### src/rtl/sipo_pkg.sv
// rtl/sipo_pkg.sv - shared types and sizing helpers for the sipo_deser block
//
// Purpose: FSM state type, parity-feature switch, bit-counter width and
//          frame-length helpers used by sipo_deser and sipo_out_buf.
// Ports:   none (package).
// Config:  SIPO_DESER_PARITY_CHK_EN adds an even-parity bit to every frame.
package sipo_pkg;

  typedef enum logic [0:0] {
    COLLECT = 1'b0,
    PARITY  = 1'b1
  } state_t;

`ifdef SIPO_DESER_PARITY_CHK_EN
  localparam bit PARITY_EN = 1'b1;
`else
  localparam bit PARITY_EN = 1'b0;
`endif

  // bit_cnt must be able to represent 0..N
  function automatic int cnt_width(input int n);
    return $clog2(n + 1);
  endfunction

  // serial bits per frame: data bits plus the optional parity bit
  function automatic int frame_len(input int n);
    return PARITY_EN ? n + 1 : n;
  endfunction

endpackage

### src/rtl/sipo_out_buf.sv
// rtl/sipo_out_buf.sv - one-entry valid/ready holding register with sticky overrun
//
// Purpose: captures a completed word on load when empty or being drained,
//          otherwise drops it and sets the sticky overrun flag.
// Ports:   clk, rst (async active-low)
//          load, load_data[N-1:0], load_perr   - completed word from collector
//          ready                               - consumer accept
//          clr_overrun                         - synchronous overrun clear
//          data[N-1:0], valid, perr, overrun   - buffer state
//          accept                              - load taken this cycle
module sipo_out_buf #(
  parameter int N = 8
) (
  input  logic         clk,
  input  logic         rst,
  input  logic         load,
  input  logic [N-1:0] load_data,
  input  logic         load_perr,
  input  logic         ready,
  input  logic         clr_overrun,
  output logic [N-1:0] data,
  output logic         valid,
  output logic         perr,
  output logic         overrun,
  output logic         accept
);

  logic drop;

  // a full buffer can still take a new word if it is drained on the same edge
  assign accept = load && (!valid || ready);
  assign drop   = load && valid && !ready;

  always_ff @(posedge clk or negedge rst) begin
    if (!rst) begin
      data    <= '0;
      valid   <= 1'b0;
      perr    <= 1'b0;
      overrun <= 1'b0;
    end else begin
      if (accept) begin
        data  <= load_data;
        perr  <= load_perr;
        valid <= 1'b1;
      end else if (valid && ready) begin
        valid <= 1'b0;
      end
      // a new drop wins over a simultaneous clear
      if (drop)             overrun <= 1'b1;
      else if (clr_overrun) overrun <= 1'b0;
    end
  end

endmodule

### src/rtl/sipo_deser.sv
// rtl/sipo_deser.sv - serial-to-parallel deserializer with valid/ready output
//
// Purpose: shifts qualified serial bits into N-bit words and hands each
//          completed word to a one-entry holding buffer.
// Ports:   clk, rst (async active-low)
//          s_data, shift_en, flush             - serial input side
//          p_data[N-1:0], p_valid, p_ready     - parallel output handshake
//          overrun, clr_overrun                - sticky dropped-word flag
//          parity_err                          - parity result of buffered word
// Config:  SIPO_DESER_PARITY_CHK_EN appends an even-parity bit to each frame;
//          without it parity_err is constant 0.
module sipo_deser
  import sipo_pkg::*;
#(
  parameter int N         = 8,
  parameter bit MSB_FIRST = 1'b1
) (
  input  logic         clk,
  input  logic         rst,
  input  logic         s_data,
  input  logic         shift_en,
  input  logic         flush,
  output logic [N-1:0] p_data,
  output logic         p_valid,
  input  logic         p_ready,
  output logic         overrun,
  input  logic         clr_overrun,
  output logic         parity_err
);

  localparam int CW = cnt_width(N);

  state_t         state, state_nxt;
  logic [N-1:0]   shreg, shreg_nxt, shifted;
  logic [CW-1:0]  bit_cnt, bit_cnt_nxt;
  logic           load;
  logic [N-1:0]   load_data;
  logic           load_perr;
  logic           accept;

  always_comb begin
    if (MSB_FIRST) shifted = {shreg[N-2:0], s_data};
    else           shifted = {s_data, shreg[N-1:1]};
  end

  always_ff @(posedge clk or negedge rst) begin
    if (!rst) begin
      state   <= COLLECT;
      shreg   <= '0;
      bit_cnt <= '0;
    end else begin
      state   <= state_nxt;
      shreg   <= shreg_nxt;
      bit_cnt <= bit_cnt_nxt;
    end
  end

  always_comb begin
    state_nxt   = state;
    shreg_nxt   = shreg;
    bit_cnt_nxt = bit_cnt;
    load        = 1'b0;
    load_data   = shifted;
    load_perr   = 1'b0;
    if (flush) begin
      // abort wins over a bit arriving on the same edge
      state_nxt   = COLLECT;
      shreg_nxt   = '0;
      bit_cnt_nxt = '0;
    end else if (shift_en) begin
      case (state)
        COLLECT: begin
          if (bit_cnt == CW'(N - 1)) begin
            bit_cnt_nxt = '0;
`ifdef SIPO_DESER_PARITY_CHK_EN
            // hold the data word until the parity bit arrives
            shreg_nxt = shifted;
            state_nxt = PARITY;
`else
            shreg_nxt = '0;
            load      = 1'b1;
            load_data = shifted;
`endif
          end else begin
            shreg_nxt   = shifted;
            bit_cnt_nxt = bit_cnt + CW'(1);
          end
        end
        PARITY: begin
          load      = 1'b1;
          load_data = shreg;
          load_perr = (^shreg) ^ s_data;
          shreg_nxt = '0;
          state_nxt = COLLECT;
        end
        default: state_nxt = COLLECT;
      endcase
    end
  end

  sipo_out_buf #(.N(N)) u_out_buf (
    .clk         (clk),
    .rst         (rst),
    .load        (load),
    .load_data   (load_data),
    .load_perr   (load_perr & PARITY_EN),
    .ready       (p_ready),
    .clr_overrun (clr_overrun),
    .data        (p_data),
    .valid       (p_valid),
    .perr        (parity_err),
    .overrun     (overrun),
    .accept      (accept)
  );

endmodule
### config.mk
export PLATFORM = sky130hd
export DESIGN_NAME = sipo_deser
export DESIGN_NICKNAME = d
export VERILOG_FILES = /design/src/rtl/sipo_pkg.sv /design/src/rtl/sipo_out_buf.sv /design/src/rtl/sipo_deser.sv
export SDC_FILE = /design/constraint.sdc
export NUM_CORES = 1
export LEC_CHECK = 0
export ABC_AREA = 1
export CAP_MARGIN = 20
export CORE_MARGIN = 2
export CORE_UTILIZATION = 30
export DETAILED_ROUTE_END_ITERATION = 6
export HOLD_SLACK_MARGIN = 0.15
export SYNTH_ARGS = -nofsm -noshare
export SYNTH_HDL_FRONTEND = slang
export SYNTH_SLANG_ARGS = --single-unit
### constraint.sdc
create_clock -name clk -period 2.25 [get_ports clk]
set_clock_uncertainty 0.15 [all_clocks]
set_input_delay 0.45 -clock clk [delete_from_list [all_inputs] [get_ports clk]]
set_output_delay 0.45 -clock clk [all_outputs]
set_load 0.005 [all_outputs]
# Yosys cells after proc, flatten, opt, wreduce, memory -nomap -nowiden
# Cells that the tools add are included.
dict set report totals {
  reg_bits 23
  input_bits 7
  out_inout_bits 11
  word_cells 42
}
dict set report op_classes {
  add_sub_neg 1
  eq_ne 2
  mux 21
  n_bitwise 1
  n_reduce_logical 11
}
# cell n
set op_table {}
lappend op_table {{8-bit two-way mux} 5}
lappend op_table {{8-bit case mux with 2 select lines} 2}
lappend op_table {{4-bit two-way mux} 4}
lappend op_table {{1-bit two-way mux} 9}
lappend op_table {{2-bit nonzero test} 3}
lappend op_table {{4-bit by 1-bit adder with 4-bit output, second input constant} 1}
lappend op_table {{4-bit by 3-bit equality test with 1-bit output, second input constant} 1}
lappend op_table {{1-bit logical AND} 4}
lappend op_table {{1-bit zero test} 2}
lappend op_table {{2-bit != test, second input constant} 1}
lappend op_table {{1-bit case mux with 2 select lines} 1}
lappend op_table {{2-bit AND reduction} 1}
lappend op_table {{1-bit logical OR} 1}
lappend op_table {{1-bit inverter} 1}

# Longest topological paths before layout
dict set report depth {
  depth_word 8
  depth_mapped 7
  ltp_nobuf 6
}

# Modules after synthesis
# From an unflattened synthesis, not the netlist that was laid out.
dict set report hier_totals {
  cells_unflattened 101
  hier_area_um2 948.4
}
# module instances cells_per_inst area_per_inst_um2 seq_area_each_um2
set modules_own_cells {}
lappend modules_own_cells {sipo_deser 1 53 494.2 275.3}
lappend modules_own_cells {sipo_out_buf 1 48 454.2 275.3}

# Least setup slack after synthesis
# OpenSTA, ideal clock, no wires.
dict set report synth_path {
  path_type {register to register}
  start {register bit_cnt[0]}
  end {register bit_cnt[3]}
  t_arrival_ns 1.076
  required_time_ns 2.035
  setup_slack_ns 0.958
  stages_incl_launch_ff 8
  n_path_buf 1
  path_cell_list {dfrtp_1 -> ha_1 -> nand2_2 -> nor2_4 -> buf_6 -> nor2_2 -> nand3_1 -> nand2_1}
}
dict set report synth_via {
  elab_chain_cells 5
  word_cells_on_any_way 6
  cone_classes {1 x add/sub; 1 x eq/ne; 4 x mux}
}
# element line
set synth_rtl {}
lappend synth_rtl {{start: declaration} sipo_deser.sv:35} ;# logic [CW-1:0] bit_cnt, bit_cnt_nxt;
lappend synth_rtl {{start signal: assignment} sipo_deser.sv:54} ;# bit_cnt <= bit_cnt_nxt;
lappend synth_rtl {{4-bit by 1-bit adder with 4-bit output / 4-bit by 3-bit equality test with 1-bit output (equally long branches)} {sipo_deser.sv:86, sipo_deser.sv:73}}
lappend synth_rtl {{4-bit two-way mux (*)} sipo_deser.sv:73} ;# if (bit_cnt == CW'(N - 1)) begin
lappend synth_rtl {{4-bit two-way mux (*)} sipo_deser.sv:71} ;# case (state)
lappend synth_rtl {{4-bit two-way mux (*)} sipo_deser.sv:70} ;# end else if (shift_en) begin
lappend synth_rtl {{4-bit two-way mux (*)} sipo_deser.sv:65} ;# if (flush) begin
# Mark *: on every way between the ends. The rest lies on a longest branch, timed or not. The select of a mux whose other input is x is not followed.
# A chain may end at the register's enable or synchronous reset.

# Final worst setup path
dict set report layout_path {
  start {register u_out_buf.data[5]}
  end {output p_data[5]}
}
# element line
set layout_rtl {}
lappend layout_rtl {{start: declaration} sipo_out_buf.sv:21} ;# output logic [N-1:0] data,
lappend layout_rtl {{start signal: assignment} sipo_out_buf.sv:42} ;# data <= load_data;
lappend layout_rtl {{end: declaration} sipo_deser.sv:23} ;# output logic [N-1:0] p_data,
# No word-level cell between the ends.

==> metrics.cfg <==
[worst_setup_path]
crit_chain = clkdlybuf4s50_1
critical-path-slowest-cell = clkdlybuf4s50_1
critical_path_buf_inv_count = 1
required_ps = 1650
crit_path_end_kind = primary output
worstPathMaxFanout = 2
path_class = reg2out
crit_arrival_ps = 1180
crit_family = buffers and inverters
max_stage_delay_ps = 500
startpoint_type = flip-flop

[synthesis]
syn_avg_cell_area_um2 = 9.47
ys_warn_count = 0
yosysSeqAreaShare = 0.572
synth_area_leaders = dfrtp_1 (57%), nand2_1 (10%), nand4_1 (6.1%), inv_1 (4.9%), o22ai_1 (3.4%)
synth_fp_nets = 105
syn_area_um2 = 918
netlist_instances = 97
post-synth-top-area-cell = dfrtp_1
yosys_register_bits = 21
yosysUniqueCellTypes = 22
synth_top_cell_area_share = 0.572

[placed_design]
dp_slack_ps = 354
placed_area_um2 = 1100
place.gp.congestion = 0.734
dpl.cell_count = 144
io_buffers = 16
dp_hpwl_um = 1230

[drt]
first_pass_iters = 4
vias = 672
wl_um = 1650
wl_met2_um = 747
routedWlPerCell_um = 11.2
highest_layer = met4
route.met3.wl_um = 60
wl_met1_um = 815
viasPerCell = 4.54
drtAntennaViolNets = 0
drc = 0
first_iter_violations = 21

[sta]
setup_tns_ps = 0
postLayoutSetupSlackWorst_ps = 471
grt_setup_unrepaired = false
finalSetupViolCount = 0
period_share = 0.791
hold_viol_final = 0
fmax_mhz = 562
fin_crit_ps = 1780
slew_viol_final = 0

[clock_network]
clkLatencyLatePin_ps = 300
cts_buffers = 3
cts.clk_slew.worst_paths_ps = 120
hold_buffers = 0
clockBufferDepth = 2
cts_tree = yes
clockRootBuffer = clkbuf_4
cts_setup_buffers = 0
htreeDepth = 1
postCtsResizedCells = 0
cts.sinks = 21

[flow_run]
cap_violations = 0

[global_routing]
grt_max_degree = 22
antenna_found_initial = 0
grt_pass1_vias = 636
overflow = 0
grt_pass1_wl_um = 2800
track_usage = 0.109

[layout]
syn2layout_area_growth_pct = 23.2
multi_input_area_um2 = 313
design_area_um2 = 1130
fillers = 311
layoutNonFillerInstCount = 148
drive_above_1_share = 0.122
diodes = 0
seq_area_um2 = 526
nets = 124

[pwr]
powerDensity_nw_per_um2 = 540
p_leak_uw = 0.000544
irDropWorstVdd_uv = 146

[floorplanning]
die_area_um2 = 3520
io_pins = 18
core.rowCount = 20
start_util = 0.308
core_um2 = 2980
dieWidth_um = 59.3
fp.dieH_um = 59.3

[outcome]
outcome = completed

[min_path]
hold_path_class = in2async

-- worst paths after layout --
path,from,end,slack (ps),cells after the start
setup / recovery,u_out_buf.data[5],p_data[5],470,1
hold / removal,rst,shreg[0],320,2
setup reg to reg,bit_cnt[0],u_out_buf.data[7],700,6
hold reg to reg,u_out_buf.data[2],u_out_buf.data[2],340,2
max in group asynchronous,rst,u_out_buf.data[6],1420,2
min in group clk,u_out_buf.data[2],u_out_buf.data[2],340,2
-- kinds of logic after synthesis --
kind of cell | synth area share
compound gates | 0.0845
fa+ha+maj | 0.0136
buf+inv | 0.0872
flops | 0.572
other cells | 0.00408
simple gates | 0.238
-- layer usage --
metal	track usage	vias up
li1	-	350
met1	0.142	309
met2	0.162	11
met3	0.0197	2
met4	0.0779	0
met5	0	-
-- through the flow --
step	hold WS (ps)	power (uW)	utilization
3_5_place_dp	313	438	0.371
3_3_place_gp	309	438	0.371
6_report	317	611	0.380
2_1_floorplan	4.41	413	-
5_1_grt	331	643	0.380
4_1_cts	313	623	0.380
-- report_power, final --
group / internal (uW) / total [uW] / switching (uW) / leakage, uW
Combinational: 18.3 / 43.1 / 24.8 / 0.000235
Clock: 66.3 / 180 / 114 / 0.0000177
Sequential: 382 / 388 / 5.13 / 0.000291
-- placed cells by master, fill, tap and decap left out, types with 3 or more instances in the layout --
master,synthesis,final
clkdlybuf4s50_1,0,16
clkbuf_4,0,3
o21ai_0,3,3
nand3_1,3,3
dfrtp_1,21,21
nand2_2,3,3
inv_1,12,12
nand4_1,9,9
o22ai_1,5,5
nand2_1,25,25
-- state kept, by name (all words and copies together) (netlist names) --
| signal | flops |
|---|---|
| u_out_buf.overrun | 1 |
| shreg | 7 |
| u_out_buf.valid | 1 |
| u_out_buf.data | 8 |
| bit_cnt | 4 |
-- cells in the mapped netlist (all sizes together) --
master	number
nand3	4
nor2	4
inv	13
conb	1
a22o	1
dfrtp	21
ha	1
o22ai	6
buf	4
o21ai	4
nand4	9
nand2	28
a21oi	1
-- cell type report --
class | instances | area share
Tap cell | 33 | 0.0365
Multi-Input combinational cell | 59 | 0.277
Timing Repair Buffer | 18 | 0.155
Clock buffer | 3 | 0.0199
Inverter | 13 | 0.0431
Clock inverter | 1 | 0.00442
Sequential cell | 21 | 0.465
(Power assumes the default switching activity.)
